File: config.mk
export PLATFORM = sky130hd
export DESIGN_NAME = confreg_sram
export DESIGN_NICKNAME = d
export VERILOG_FILES = /design/src/rtl/confreg_sram_pkg.sv /design/src/rtl/confreg_sram_byte_merge.sv /design/src/rtl/confreg_sram.sv
export SDC_FILE = /design/constraint.sdc
export NUM_CORES = 1
export LEC_CHECK = 0
export BUFFER_PORTS_ARGS = -buffer_cell sky130_fd_sc_hd__buf_2
export CAP_MARGIN = 20
export CORE_UTILIZATION = 35
export DETAILED_ROUTE_END_ITERATION = 6
export GPL_TIMING_DRIVEN = 0
export RECOVER_POWER = 25
export SLEW_MARGIN = 20
export SYNTH_ARGS = -nofsm -noshare
export SYNTH_HDL_FRONTEND = slang
export SYNTH_SLANG_ARGS = --single-unit
File: constraint.sdc
create_clock -name clk -period 4.4 [get_ports clk]
set_input_delay 0 -clock clk [delete_from_list [all_inputs] [get_ports clk]]
set_output_delay 0 -clock clk [all_outputs]
set_load 0.02 [all_outputs]
File: src/rtl/confreg_sram_pkg.sv
// Shared constants for the confreg register block: register offsets,
// CTRL bit positions and the COMPARE reset value.
package confreg_sram_pkg;

  localparam logic [31:0] LED_OFF     = 32'h00;
  localparam logic [31:0] SW_OFF      = 32'h04;
  localparam logic [31:0] TIMER_OFF   = 32'h08;
  localparam logic [31:0] CMP_OFF     = 32'h0C;
  localparam logic [31:0] CTRL_OFF    = 32'h10;
  localparam logic [31:0] SCRATCH_OFF = 32'h14;

  localparam int CTRL_TEN_BIT  = 0;
  localparam int CTRL_IEN_BIT  = 1;
  localparam int CTRL_PEND_BIT = 8;

  localparam logic [31:0] CMP_RST = 32'hFFFF_FFFF;

endpackage

File: src/rtl/confreg_sram_byte_merge.sv
// Byte-lane write merge: enabled lanes take wdata, others keep the old word.
module confreg_sram_byte_merge (
  input  logic [3:0]  wen_i,
  input  logic [31:0] old_i,
  input  logic [31:0] wdata_i,
  output logic [31:0] merged_o
);

  for (genvar i = 0; i < 4; i++) begin : g_lane
    assign merged_o[8*i +: 8] = wen_i[i] ? wdata_i[8*i +: 8] : old_i[8*i +: 8];
  end

endmodule

File: src/rtl/confreg_sram.sv
// Confreg responder on the data SRAM port: LED, synchronised switches,
// free-running timer with compare/interrupt, and a scratch register.
module confreg_sram
  import confreg_sram_pkg::*;
#(
  parameter int LED_W = 16,
  parameter int SW_W  = 16,
  parameter int DEC_W = 8
) (
  input  logic             clk,
  input  logic             rst,
  input  logic             en,
  input  logic [3:0]       wen,
  input  logic [31:0]      addr,
  input  logic [31:0]      wdata,
  output logic [31:0]      rdata,
  output logic [LED_W-1:0] led,
  input  logic [SW_W-1:0]  switch_in,
  output logic             irq
);

  logic [LED_W-1:0] led_q, led_d;
  logic [SW_W-1:0]  sw1_q, sw2_q;
  logic [31:0]      timer_q, timer_d;
  logic [31:0]      cmp_q, cmp_d;
  logic [31:0]      scr_q, scr_d;
  logic [31:0]      rdata_q, rdata_d;
  logic             ten_q, ten_d, ien_q, ien_d, pend_q, pend_d, irq_q;

  logic [31:0] off, rd_val;
  logic [31:0] led_m, tmr_m, cmp_m, scr_m;
  logic        wr_acc, rd_acc, match, pend_clr;
  logic        unused_bits;

  // Decoded word offset; upper address bits and byte offset are ignored.
  always_comb begin
    off = '0;
    off[DEC_W-1:2] = addr[DEC_W-1:2];
  end

  assign wr_acc = en & (|wen);
  assign rd_acc = en & ~(|wen);

  confreg_sram_byte_merge u_led_m (.wen_i(wen), .old_i(32'(led_q)), .wdata_i(wdata), .merged_o(led_m));
  confreg_sram_byte_merge u_tmr_m (.wen_i(wen), .old_i(timer_q),    .wdata_i(wdata), .merged_o(tmr_m));
  confreg_sram_byte_merge u_cmp_m (.wen_i(wen), .old_i(cmp_q),      .wdata_i(wdata), .merged_o(cmp_m));
  confreg_sram_byte_merge u_scr_m (.wen_i(wen), .old_i(scr_q),      .wdata_i(wdata), .merged_o(scr_m));

  assign unused_bits = ^{addr, led_m};

  // Read mux over pre-edge register state.
  always_comb begin
    rd_val = '0;
    case (off)
      LED_OFF:     rd_val = 32'(led_q);
      SW_OFF:      rd_val = 32'(sw2_q);
      TIMER_OFF:   rd_val = timer_q;
      CMP_OFF:     rd_val = cmp_q;
      CTRL_OFF: begin
        rd_val[CTRL_TEN_BIT]  = ten_q;
        rd_val[CTRL_IEN_BIT]  = ien_q;
        rd_val[CTRL_PEND_BIT] = pend_q;
      end
      SCRATCH_OFF: rd_val = scr_q;
      default:     rd_val = '0;
    endcase
  end

  // Next-state for writes, timer, compare match and rdata hold.
  always_comb begin
    led_d   = led_q;
    cmp_d   = cmp_q;
    scr_d   = scr_q;
    ten_d   = ten_q;
    ien_d   = ien_q;
    rdata_d = rd_acc ? rd_val : rdata_q;
    // A timer write wins over the increment for that cycle.
    if (wr_acc && off == TIMER_OFF) timer_d = tmr_m;
    else if (ten_q)                  timer_d = timer_q + 32'd1;
    else                             timer_d = timer_q;
    if (wr_acc && off == LED_OFF)     led_d = led_m[LED_W-1:0];
    if (wr_acc && off == CMP_OFF)     cmp_d = cmp_m;
    if (wr_acc && off == SCRATCH_OFF) scr_d = scr_m;
    if (wr_acc && off == CTRL_OFF && wen[0]) begin
      ten_d = wdata[CTRL_TEN_BIT];
      ien_d = wdata[CTRL_IEN_BIT];
    end
    pend_clr = wr_acc && off == CTRL_OFF && wen[1] && wdata[CTRL_PEND_BIT];
    match    = ten_q && (timer_q == cmp_q);
    // A match in the same cycle as a W1C keeps pending set.
    pend_d   = match | (pend_q & ~pend_clr);
  end

  // State registers with synchronous reset; irq is registered from next-state.
  always_ff @(posedge clk) begin
    if (rst) begin
      led_q   <= '0;
      sw1_q   <= '0;
      sw2_q   <= '0;
      timer_q <= '0;
      cmp_q   <= CMP_RST;
      scr_q   <= '0;
      ten_q   <= 1'b0;
      ien_q   <= 1'b0;
      pend_q  <= 1'b0;
      irq_q   <= 1'b0;
      rdata_q <= '0;
    end else begin
      led_q   <= led_d;
      sw1_q   <= switch_in;
      sw2_q   <= sw1_q;
      timer_q <= timer_d;
      cmp_q   <= cmp_d;
      scr_q   <= scr_d;
      ten_q   <= ten_d;
      ien_q   <= ien_d;
      pend_q  <= pend_d;
      irq_q   <= pend_d & ien_d;
      rdata_q <= rdata_d;
    end
  end

  assign rdata = rdata_q;
  assign led   = led_q;
  assign irq   = irq_q;

endmodule

---- Word-level counts from Yosys, hierarchy flattened ----
Index checks and enable logic that the tools add are counted.
storage, ports and cells
  output and inout bits ................... 49
  word-level logic and storage cells ...... 76
  input port bits ......................... 87
  register bits after elaboration ......... 180
cells by class
  muxes and demuxes ....................... 11
  reductions and logical operators ........ 26
  add/sub/neg operators ................... 1
  bitwise logic cells ..................... 7
  equal/unequal tests ..................... 10
operators with widths
  cell                                                              number
  23-bit case mux with 5 select lines                               1
  32-bit 2-to-1 mux                                                 2
  32-bit by 1-bit adder with 32-bit output (second input constant)  1
  32-bit == test                                                    1
  32-bit logical NOT                                                1
  8-bit 2-to-1 mux                                                  4
  6-bit case mux with 5 select lines                                1
  2-bit AND reduction                                               14
  6-bit by 2-bit == test with 1-bit output (second input constant)  2
  6-bit by 3-bit == test with 1-bit output (second input constant)  2
  2-bit case mux with 6 select lines                                1
  1-bit logical AND                                                 9
  2-bit inequality test (second input constant)                     4
  6-bit by 1-bit == test with 1-bit output (second input constant)  1
  1-bit case mux with 6 select lines                                1
  1-bit bitwise AND                                                 4
  4-bit OR reduction                                                1
  1-bit inverter                                                    2
  2-bit nonzero test                                                1
  1-bit 2-to-1 mux                                                  1
  1-bit bitwise OR                                                  1

---- Longest topological paths before layout ----
Gate-level depths: netlist of the first run.
  depth after elaboration ................. 9
  depth in mapped cells ................... 8
  mapped depth without buffers ............ 6

---- Cells and area by module ----
Synthesis of the first run repeated with hierarchy kept, for this count alone.
second synthesis, totals
  cells, all modules ...................... 1059
  area, all modules ....................... 10007.1 µm²
modules (own cells, without submodules)
  module                   seq. area each (µm²)  times used  cells each  area each (µm²)
  confreg_sram             3603.5                1           915         7905.1
  confreg_sram_byte_merge  0.0                   4           36          525.5

---- Worst setup path after synthesis of the first run ----
Ideal clock, no wire load.
  kind .................................... reg2reg
  start point ............................. reg timer_q[0]
  end point ............................... reg timer_q[22]
  period minus slack after synthesis ...... 2.131 ns
  arrival ................................. 2.009 ns
  slack ................................... 2.269 ns
  path buffers ............................ 0
  setup time .............................. 0.122 ns
  required time ........................... 4.278 ns
  cell stages (with the launch flop) ...... 7
  cell sequence ........................... dfxtp_1 > ha_1 > and4_1 > nand4_2 > or4_1 > and3_1 > a221o_1
between the ends
  longest elaborated chain between the ends .. 3
ends and longest elaborated chain
  what                                      line                 text
  start: declaration                        confreg_sram.sv:24   logic [31:0] timer_q, timer_d;
  start signal: assignment                  confreg_sram.sv:112  timer_q <= timer_d;
  32-bit by 1-bit adder with 32-bit output  confreg_sram.sv:79   else if (ten_q) timer_d = timer_q + 32'd1;
  32-bit 2-to-1 mux                         confreg_sram.sv:79
  32-bit 2-to-1 mux                         confreg_sram.sv:78   if (wr_acc && off == TIMER_OFF) timer_d = tmr_m;
No other way between the ends. The select of a mux whose other input is x is not followed.
A chain may end at the register's enable or synchronous reset.

---- Worst setup path in the final report of the first run ----
Ends and elaborated chain as after synthesis.

==> results_dict.tcl, run 1 <==
set metrics [dict create \
    maxCapViolCount 0 \
    synth_cells 892 \
    io_buffers 107 \
    yosys.area_share.simple 0.211 \
    drtPass1Iterations 7 \
    critPathMaxFanout 9 \
    grt_pass1_wl_mm 42.6 \
    hold_viol_final 0 \
    cts_sinks 180 \
    io_pins 136 \
    cts_tree "built" \
    slew_violations 0 \
    yosys.area_share.adder 0.00154 \
    cts_buffer_depth 2 \
    place.gp.congestion 0.941 \
    setup_tns_ns 0 \
    critPathKind "reg2reg" \
    rows 55 \
    synth_async_sr_flop_share 0 \
    rsz0062_at_grt "no" \
    maxSlewHeadroom 0.460 \
    synth-seq-cells 180 \
    overflow 0 \
    synth-edff-count 0 \
    synth_nets 980 \
    synth_top_family_by_area "simple AND/OR/NAND/NOR gates" \
    start_util 0.358 \
    worstPathCellList "ha_1 > and4_1 > nand4_2 > or4_1 > and3_1 > a221o_1" \
    cts-buffers-inserted 17 \
    dp_hpwl_mm 20.3 \
    synth_area_leaders "dfxtp_1, mux2i_1, nand2_1, a222oi_1, nor2_1" \
    arrival_ns 2.92 \
    ys_types 72 \
    wl_per_cell_um 20.3 \
    synthFlopType "dfxtp_1" \
    yosysTopAreaCell "dfxtp_1" \
    worst_path_largest_cell_delay_ns 0.58 \
    drt-vias-per-instance 5.70 \
    clk_pin_slew_worst_paths_ns 0.07 \
    whs_endpoint "pend_q" \
    die_width_um 154 \
    ff2ff_path_depth 6 \
    avgSynthCellArea_um2 9.11 \
    crit_path_end_kind "flip-flop" \
    final_common_cell "dfxtp_1" \
    drc 1 \
    grt_usage 0.236 \
    crit_buf_inv 0 \
    seq_area_frac_synth 0.443 \
    dpl.cell_count 1284 \
    htreeDepth 4 \
    post-route-period-util 0.589 \
    skew_ns 0.0128 \
    postRouteWirelength_mm 27.8 \
    insertion_delay_ns 0.44 \
    hp-start "wen[1]" \
    die-area_um2 23800 \
    antenna_found_initial 1 \
    grt_max_degree 20 \
    fmax_ghz 0.386 \
    cp_slowest_cell "or4_1" \
    drive_above_1_share 0.135 \
    tightest_slew_ns 0.809 \
    ys.warnings.count 0 \
    powerDensity_nw_per_um2 342 \
    hold_path_depth 4 \
    synth_area_um2 8130 \
    muxShareOfSynthArea 0.0726 \
    hp-class "in2reg" \
    violations "DRC" \
    drtAntennaViolNets 0 \
    netlist.area_leader.share 0.443 \
    first_global_vias 7338 \
    startpoint_type "flip-flop" \
    synth_compound_area_frac 0.194 \
    r2r_end "timer_q[22]" \
    area_growth_pct 23.9 \
    reg2reg_slack_ns 1.81 \
    drt-initial-drc-count 910 \
    cts_root_buffer "clkbuf_16" \
    irDropWorstVdd_mv 0.210 \
    layout.cells.non_filler 1366 \
    core_um2 22700 \
    status "finished with violations" \
    setup_viol_count_final 0 \
    fin_nets 1155 \
    worstPathRequired_ns 4.73 \
    crit-reg2reg-launch "timer_q[0]" \
    cellLeakagePower_uw 0.00373 \
    fp.dieH_um 154 \
    synth_xor_area_frac 0.0355 \
    crit_family "simple AND/OR/NAND/NOR gates" \
    finalCriticalPeriod_ns 2.59 \
    final_cell_mix "dfxtp_1, nand2_1, clkbuf_1" \
    vias 7793 \
]
==> kinds of logic after synthesis <==
group / Yosys count
buffers and inverters: 82
adder cells (fa/ha/maj): 1
AND/OR/NAND/NOR: 340
multiplexers: 59
AO/OA/AOI/OAI: 197
XOR/XNOR: 33
flip-flops: 180
==> layout make-up <==
type	instances	area, um2
clock inverters	14	178
multi-input cells	630	4180
inverters	8	30.0
clock buffers	18	429
plain buffers	74	313
flip-flops and latches	180	3600
well taps	285	357
diodes	1	2.50
repair buffers	156	978
fillers	2249	12600
==> registers in the layout, summed over array words and instances (netlist names) <==
signal,count
cmp_q,32
ien_q,1
irq,1
led,16
pend_q,1
rdata,32
scr_q,32
sw1_q,16
sw2_q,16
ten_q,1
timer_q,32
==> cells in the mapped netlist, types with 3 or more instances <==
library cell    n
nor2_1         80
nand3_1        32
nand4_1        14
o2bb2a_1        3
a2bb2oi_1      17
a31o_2          5
inv_1           8
and3_1          8
nor2b_1        34
and2_1          6
a31oi_1        12
a211oi_1       19
a21oi_1        27
clkbuf_1       53
a222oi_1       32
dfxtp_1       180
o41a_1          5
o41ai_1         3
o31ai_1         5
xnor2_1        31
or4_1           5
nand2_1        97
nor3_2          3
nor4_1         12
nor3_1         20
and4_1          3
mux2i_1        59
buf_2          18
o21ai_0        23
nor2_2          3
or3_1           7
a221oi_1       16
a311oi_1        6
==> worst max-delay path by stage <==
| stage | endpoint | cells past startpoint | slack (ns) | from |
|---|---|---|---|---|
| 2_1_floorplan | timer_q[22] | 6 | 2.27 | timer_q[0] |
| 3_3_place_gp | scr_q[17] | 8 | 1.57 | addr[5] |
| 3_5_place_dp | scr_q[21] | 8 | 1.60 | addr[5] |
| 4_1_cts | timer_q[22] | 6 | 1.83 | timer_q[0] |
| 5_1_grt | timer_q[22] | 6 | 1.70 | timer_q[0] |
| 6_report | timer_q[22] | 6 | 1.81 | timer_q[0] |
==> power breakdown <==
group	switching, uW	internal [uW]
Clock	761	824
Sequential	9.26	1650
Combinational	126	82.2
Total	896	2550
==> layer usage <==
layer,vias to the layer above,track usage,wire [um]
li1,3665,-,-
met5,-,0,0
met4,0,0.0910,828
met3,62,0.0535,2320
met2,397,0.372,12500
met1,3669,0.312,12200
==> worst reg2reg max path, stage by stage (launching register included) <==
cell     delay, ns
dfxtp_1       0.48
ha_1          0.33
and4_1        0.31
nand4_2       0.32
or4_1         0.59
and3_1        0.19
a221o_1       0.26
==> per-stage QoR <==
step	worst slack, ns	instance area [um2]	util	hold slack, ns	total power (uW)
CTS	1.83	10100	0.446	0.0291	3460
global placement	1.57	9020	0.397	0.209	1870
finish	1.81	10100	0.444	0.0501	3450
detailed placement	1.60	9020	0.397	0.214	1870
global route	1.70	10100	0.444	0.0652	3560
floorplan	2.27	8130	-	0.124	1770
==> timing repair <==
item | in CTS | in global routing
resized for setup | 0 | 0
hold buffers | 49 | 0
endpoints found under the hold margin | 121 | 0
buffers inserted | 0 | 0
No activity file was read; power rests on OpenSTA's default activity.
==> inputs of run 2 (changes only) <==
ABC_AREA = 1   (was not set)
clock period = 2.1 ns   (was 4.4 ns; I/O delays follow)
==> results_dict.tcl, run 2 <==
set metrics [dict create \
    status "finished, final reports clean" \
    cts_buffer_depth 2 \
    cts_tree "built" \
    io_buffers 108 \
    finalCriticalPeriod_ns 1.88 \
    yosysTopAreaCell "dfxtp_1" \
    setup_viol_count_final 0 \
    synth_area_leaders "dfxtp_1, nand2_1, o21ai_0, inv_1, a21oi_1" \
    post-cts-setup-buffers 0 \
    final_cell_mix "nand2_1, dfxtp_1, inv_1" \
    grt_usage 0.262 \
    synth_most_common_cell "nand2_1" \
    core_um2 23800 \
    synthFlopType "dfxtp_1" \
    rsz0062_at_grt "no" \
    cts-buffers-inserted 17 \
    drtAntennaViolNets 0 \
    seq_area_frac_synth 0.419 \
    cts_root_buffer "clkbuf_16" \
    overflow 0 \
    vias 9045 \
    area_growth_pct 23.3 \
    netlist.area_leader.share 0.419 \
    drt-initial-drc-count 851 \
    grtUsageMet1 0.337 \
    insertion_delay_ns 0.45 \
    synth_cells 1281 \
    arrival_ns 2.21 \
    hold_viol_final 0 \
    cts_sinks 180 \
    drc 0 \
    clk_pin_slew_worst_paths_ns 0.07 \
    io_pins 136 \
    rows 56 \
    grt.met2_usage 0.445 \
    drt-vias-per-instance 5.06 \
    tightest_slew_ns 0.826 \
    htreeDepth 4 \
    grt_pass1_wl_mm 48.4 \
    diodes 0 \
    synth_nets 1369 \
    startpoint_type "flip-flop" \
    worstPathRequired_ns 2.42 \
    first_global_vias 8485 \
    maxCapViolCount 0 \
    grt_max_degree 20 \
    hp-class "in2reg" \
    fmax_ghz 0.531 \
    critPathKind "reg2reg" \
    die-area_um2 25200 \
    antenna_found_initial 0 \
    ys_types 37 \
    final_common_cell "nand2_1" \
    irDropWorstVdd_mv 0.466 \
    grt_use_met3 0.0395 \
    drtPass1Iterations 5 \
    slew_violations 0 \
    skew_ns 0.0126 \
    p_total_uw 7280 \
    dpl.cell_count 1708 \
    die_width_um 159 \
    crit_path_end_kind "flip-flop" \
    start_util 0.362 \
    reg2reg_slack_ns 0.22 \
    finalInstanceArea_um2 10600 \
    dp_hpwl_mm 24.6 \
    synth_async_sr_flop_share 0 \
    post_dp_cell_area_um2 9530 \
    fin_nets 1543 \
    critPathMaxFanout 7 \
    fp.dieH_um 159 \
    utilization 0.446 \
    synth-seq-cells 180 \
    ys.warnings.count 0 \
    post-route-period-util 0.897 \
    powerDensity_nw_per_um2 688 \
    place.gp.congestion 0.933 \
    cellLeakagePower_uw 0.00456 \
    layout.cells.non_filler 1786 \
    synth-edff-count 0 \
    drive_above_1_share 0.101 \
    wl_per_cell_um 18.1 \
    top_usage_layer "met2" \
    synthTopCellsByCount "nand2_1, dfxtp_1, inv_1, o21ai_0, nor2_1" \
    maxSlewHeadroom 0.449 \
    synth_area_um2 8590 \
    avgSynthCellArea_um2 6.71 \
    postRouteWirelength_mm 32.3 \
]
## run 2: repair_timing
item | in CTS | in global routing
gates resized for setup | 1 | 6
endpoints found under the hold margin | 108 | 0
endpoints found under the setup margin | 2 | 11
pin swaps | 0 | 0
hold buffers | 48 | 0
## run 2: path summary, 6_finish.rpt
check | to | from | depth (start not counted)
min | led[14] | wen[1] | 3
max | timer_q[14] | timer_q[0] | 8
min reg2reg | sw2_q[7] | sw1_q[7] | 2
max reg2reg | timer_q[14] | timer_q[0] | 8
## run 2: logic make-up after synthesis
logic type,share of synthesized area
AOI/OAI and AO/OA,0.213
and+or+nand+nor,0.248
xor gates and xnor gates,0.0122
buffers and inverters,0.106
DFF,0.419
adders and majority gates,0.00146
## run 2: layer usage
layer / vias to the layer above / share of wire
li1: 4466 / -
met1: 4145 / 0.44
met2: 358 / 0.47
met3: 76 / 0.062
met4: 0 / 0.033
met5: - / 0
## run 2: critical path, cell delays in order, from the launching register on
cell	delay, ns
dfxtp_1	0.46
ha_1	0.21
nand2_1	0.08
nor2_2	0.17
nand2_1	0.17
nor2_4	0.25
nor2_1	0.06
o21ai_0	0.27
a21oi_1	0.10
## run 2: cell type report
type | count | area, um2
timing repair buffer | 156 | 966
inverter | 178 | 669
buffer | 51 | 235
tap | 319 | 399
sequential | 180 | 3600
multi-input combinational | 871 | 4100
clock buffer | 17 | 425
clock inverter | 14 | 186
fill | 2506 | 13200
## run 2: per-stage QoR
step	setup WS [ns]	hold slack, ns	setup TNS (ns)
floorplan	0.536	0.107	0
global placement	-0.0659	0.199	-0.0866
detailed placement	-0.0703	0.207	-0.0952
CTS	0.0148	0.0162	0
global route	0.0210	0.0270	0
finish	0.216	0.0274	0
## run 2: report_power, final
part           switching [uW]  internal, uW  leakage (uW)
logic                     276           160       0.00280
registers                19.7          3450       0.00146
clock network            1650          1720      0.000298
==> inputs of run 3 (changes only) <==
BUFFER_PORTS_ARGS = -buffer_cell sky130_fd_sc_hd__buf_4   (was -buffer_cell sky130_fd_sc_hd__buf_2)
CORE_UTILIZATION = 30   (was 35)
clock period = 1.8 ns   (was 2.1 ns; I/O delays follow)
==> results_dict.tcl, run 3 (synthesis gave the netlist of run 2 again) <==
set metrics [dict create \
    status "finished, final reports clean" \
    drc 0 \
    cts_sinks 180 \
    core_um2 28000 \
    fin_nets 1547 \
    worstPathRequired_ns 2.08 \
    drive_above_1_share 0.114 \
    fillerInstances 3059 \
    hold_viol_final 0 \
    powerDensity_nw_per_um2 780 \
    io_pins 136 \
    reg2reg_slack_ns 0.08 \
    post-route-period-util 0.954 \
    place_ws_ns -0.369 \
    maxSlewHeadroom 0.326 \
    dpl.cell_count 1767 \
    overflow 0 \
    cts_root_buffer "clkbuf_16" \
    cts_tree "built" \
    setup_ws_ns 0.0836 \
    postRouteWirelength_mm 33.3 \
    grt_pass1_wl_mm 50.2 \
    die-area_um2 29300 \
    die_width_um 171 \
    first_global_vias 8689 \
    cts-buffers-inserted 17 \
    crit_family "simple AND/OR/NAND/NOR gates" \
    crit_buf_inv 1 \
    drtPass1Iterations 6 \
    critPathMaxFanout 8 \
    area_growth_pct 27.1 \
    wl_per_cell_um 18.0 \
    crit_path_end_kind "flip-flop" \
    arrival_ns 2.00 \
    place.gp.congestion 0.953 \
    finalCriticalPeriod_ns 1.72 \
    diodes 0 \
    start_util 0.307 \
    hp-class "in2reg" \
    critPathKind "reg2reg" \
    rows 61 \
    setup_viol_count_final 0 \
    htreeDepth 4 \
    drtAntennaViolNets 0 \
    startpoint_type "flip-flop" \
    final_common_cell "nand2_1" \
    layout.cells.non_filler 1850 \
    io_buffers 108 \
    cts_buffer_depth 2 \
    fmax_ghz 0.583 \
    grt_usage 0.231 \
    skew_ns 0.0142 \
    irDropWorstVdd_mv 0.726 \
    cellLeakagePower_uw 0.00466 \
    drt-vias-per-instance 4.97 \
    final_cell_mix "nand2_1, dfxtp_1, inv_1" \
    fp.dieH_um 171 \
    slew_violations 0 \
    tightest_slew_ns 1.01 \
    vias 9189 \
    dp_hpwl_mm 25.2 \
    maxCapViolCount 0 \
    antenna_found_initial 0 \
    insertion_delay_ns 0.45 \
    worst_path_largest_cell_delay_ns 0.41 \
    cp_slowest_cell "dfxtp_1" \
    grt_max_degree 21 \
    worstPathCellList "nand3_1 > inv_1 > nand2_2 > nor2_4 > nand2_1 > nand2_1 > nand3_1 > nand2_1 > a21oi_1" \
    crit_top_cell "nand2_1" \
    drt-initial-drc-count 982 \
    clk_pin_slew_worst_paths_ns 0.08 \
]
-- run 3: cell count changes in the layout (fill, tap and decap cells not counted), moves of 2 or more --
| cell | previous run | this run |
|---|---|---|
| buf_4 | 2 | 69 |
| buf_2 | 81 | 17 |
| dfxtp_1 | 180 | 172 |
| dfxtp_2 | 0 | 7 |
| nand2_1 | 313 | 310 |
| nor2_1 | 129 | 126 |
| nor2_4 | 5 | 8 |
| clkinv_4 | 4 | 2 |
| dlygate4sd3_1 | 48 | 50 |
| inv_6 | 0 | 2 |
| inv_8 | 5 | 3 |
| nand2_2 | 7 | 9 |
-- run 3: power by group --
group / internal (uW) / switching (uW)
logic: 227 / 332
registers: 4030 / 23.9
clock network: 1930 / 1970
total: 6190 / 2330
-- run 3: timing repair --
item	CTS	global route
endpoints found under the hold margin	118	0
gates resized for setup	9	19
pin swaps	1	4
setup buffers	0	2
hold buffers	50	0
endpoints found under the setup margin	16	21
-- run 3: worst paths after layout --
check        startpoint     endpoint  cells past startpoint
min              wen[1]   timer_q[8]                      4
max reg2reg  timer_q[2]  timer_q[31]                      9
max          timer_q[2]  timer_q[31]                      9
min reg2reg    sw1_q[2]     sw2_q[2]                      2
-- run 3: layer usage --
metal | share of wire | global-route usage | vias to the layer above
li1 | - | - | 4481
met4 | 0.030 | 0.0862 | 0
met2 | 0.45 | 0.372 | 394
met5 | 0 | 0 | -
met3 | 0.073 | 0.0426 | 60
met1 | 0.44 | 0.306 | 4254
-- run 3: final cells by class --
cell class                      count  area (um2)  share of cell area
Multi-Input combinational cell    871        4150               0.380
Sequential cell                   180        3620               0.331
Timing Repair Buffer              160        1160               0.107
Inverter                          178         669              0.0613
Tap cell                          378         473              0.0433
Clock buffer                       18         439              0.0402
Buffer                             51         235              0.0215
Clock inverter                     14         174              0.0159
-- run 3: tightest hold or removal path, cell delays in order --
cell and delay, ns:
buf_4 0.17, nand2_1 0.10, o211ai_1 0.08, a21oi_1 0.06
-- run 3: per-stage QoR --
stage | hold WS [ns] | area [um2] | util | setup TNS, ns | total power, uW
2_1_floorplan | 0.107 | 8590 | - | 0 | 4340
3_3_place_gp | 0.203 | 9870 | 0.353 | -4.70 | 4610
3_5_place_dp | 0.206 | 9870 | 0.353 | -5.05 | 4620
4_1_cts | 0.00254 | 11000 | 0.393 | 0 | 8530
5_1_grt | 0.0209 | 10900 | 0.390 | -0.0652 | 8750
6_report | 0.0101 | 10900 | 0.390 | 0 | 8510
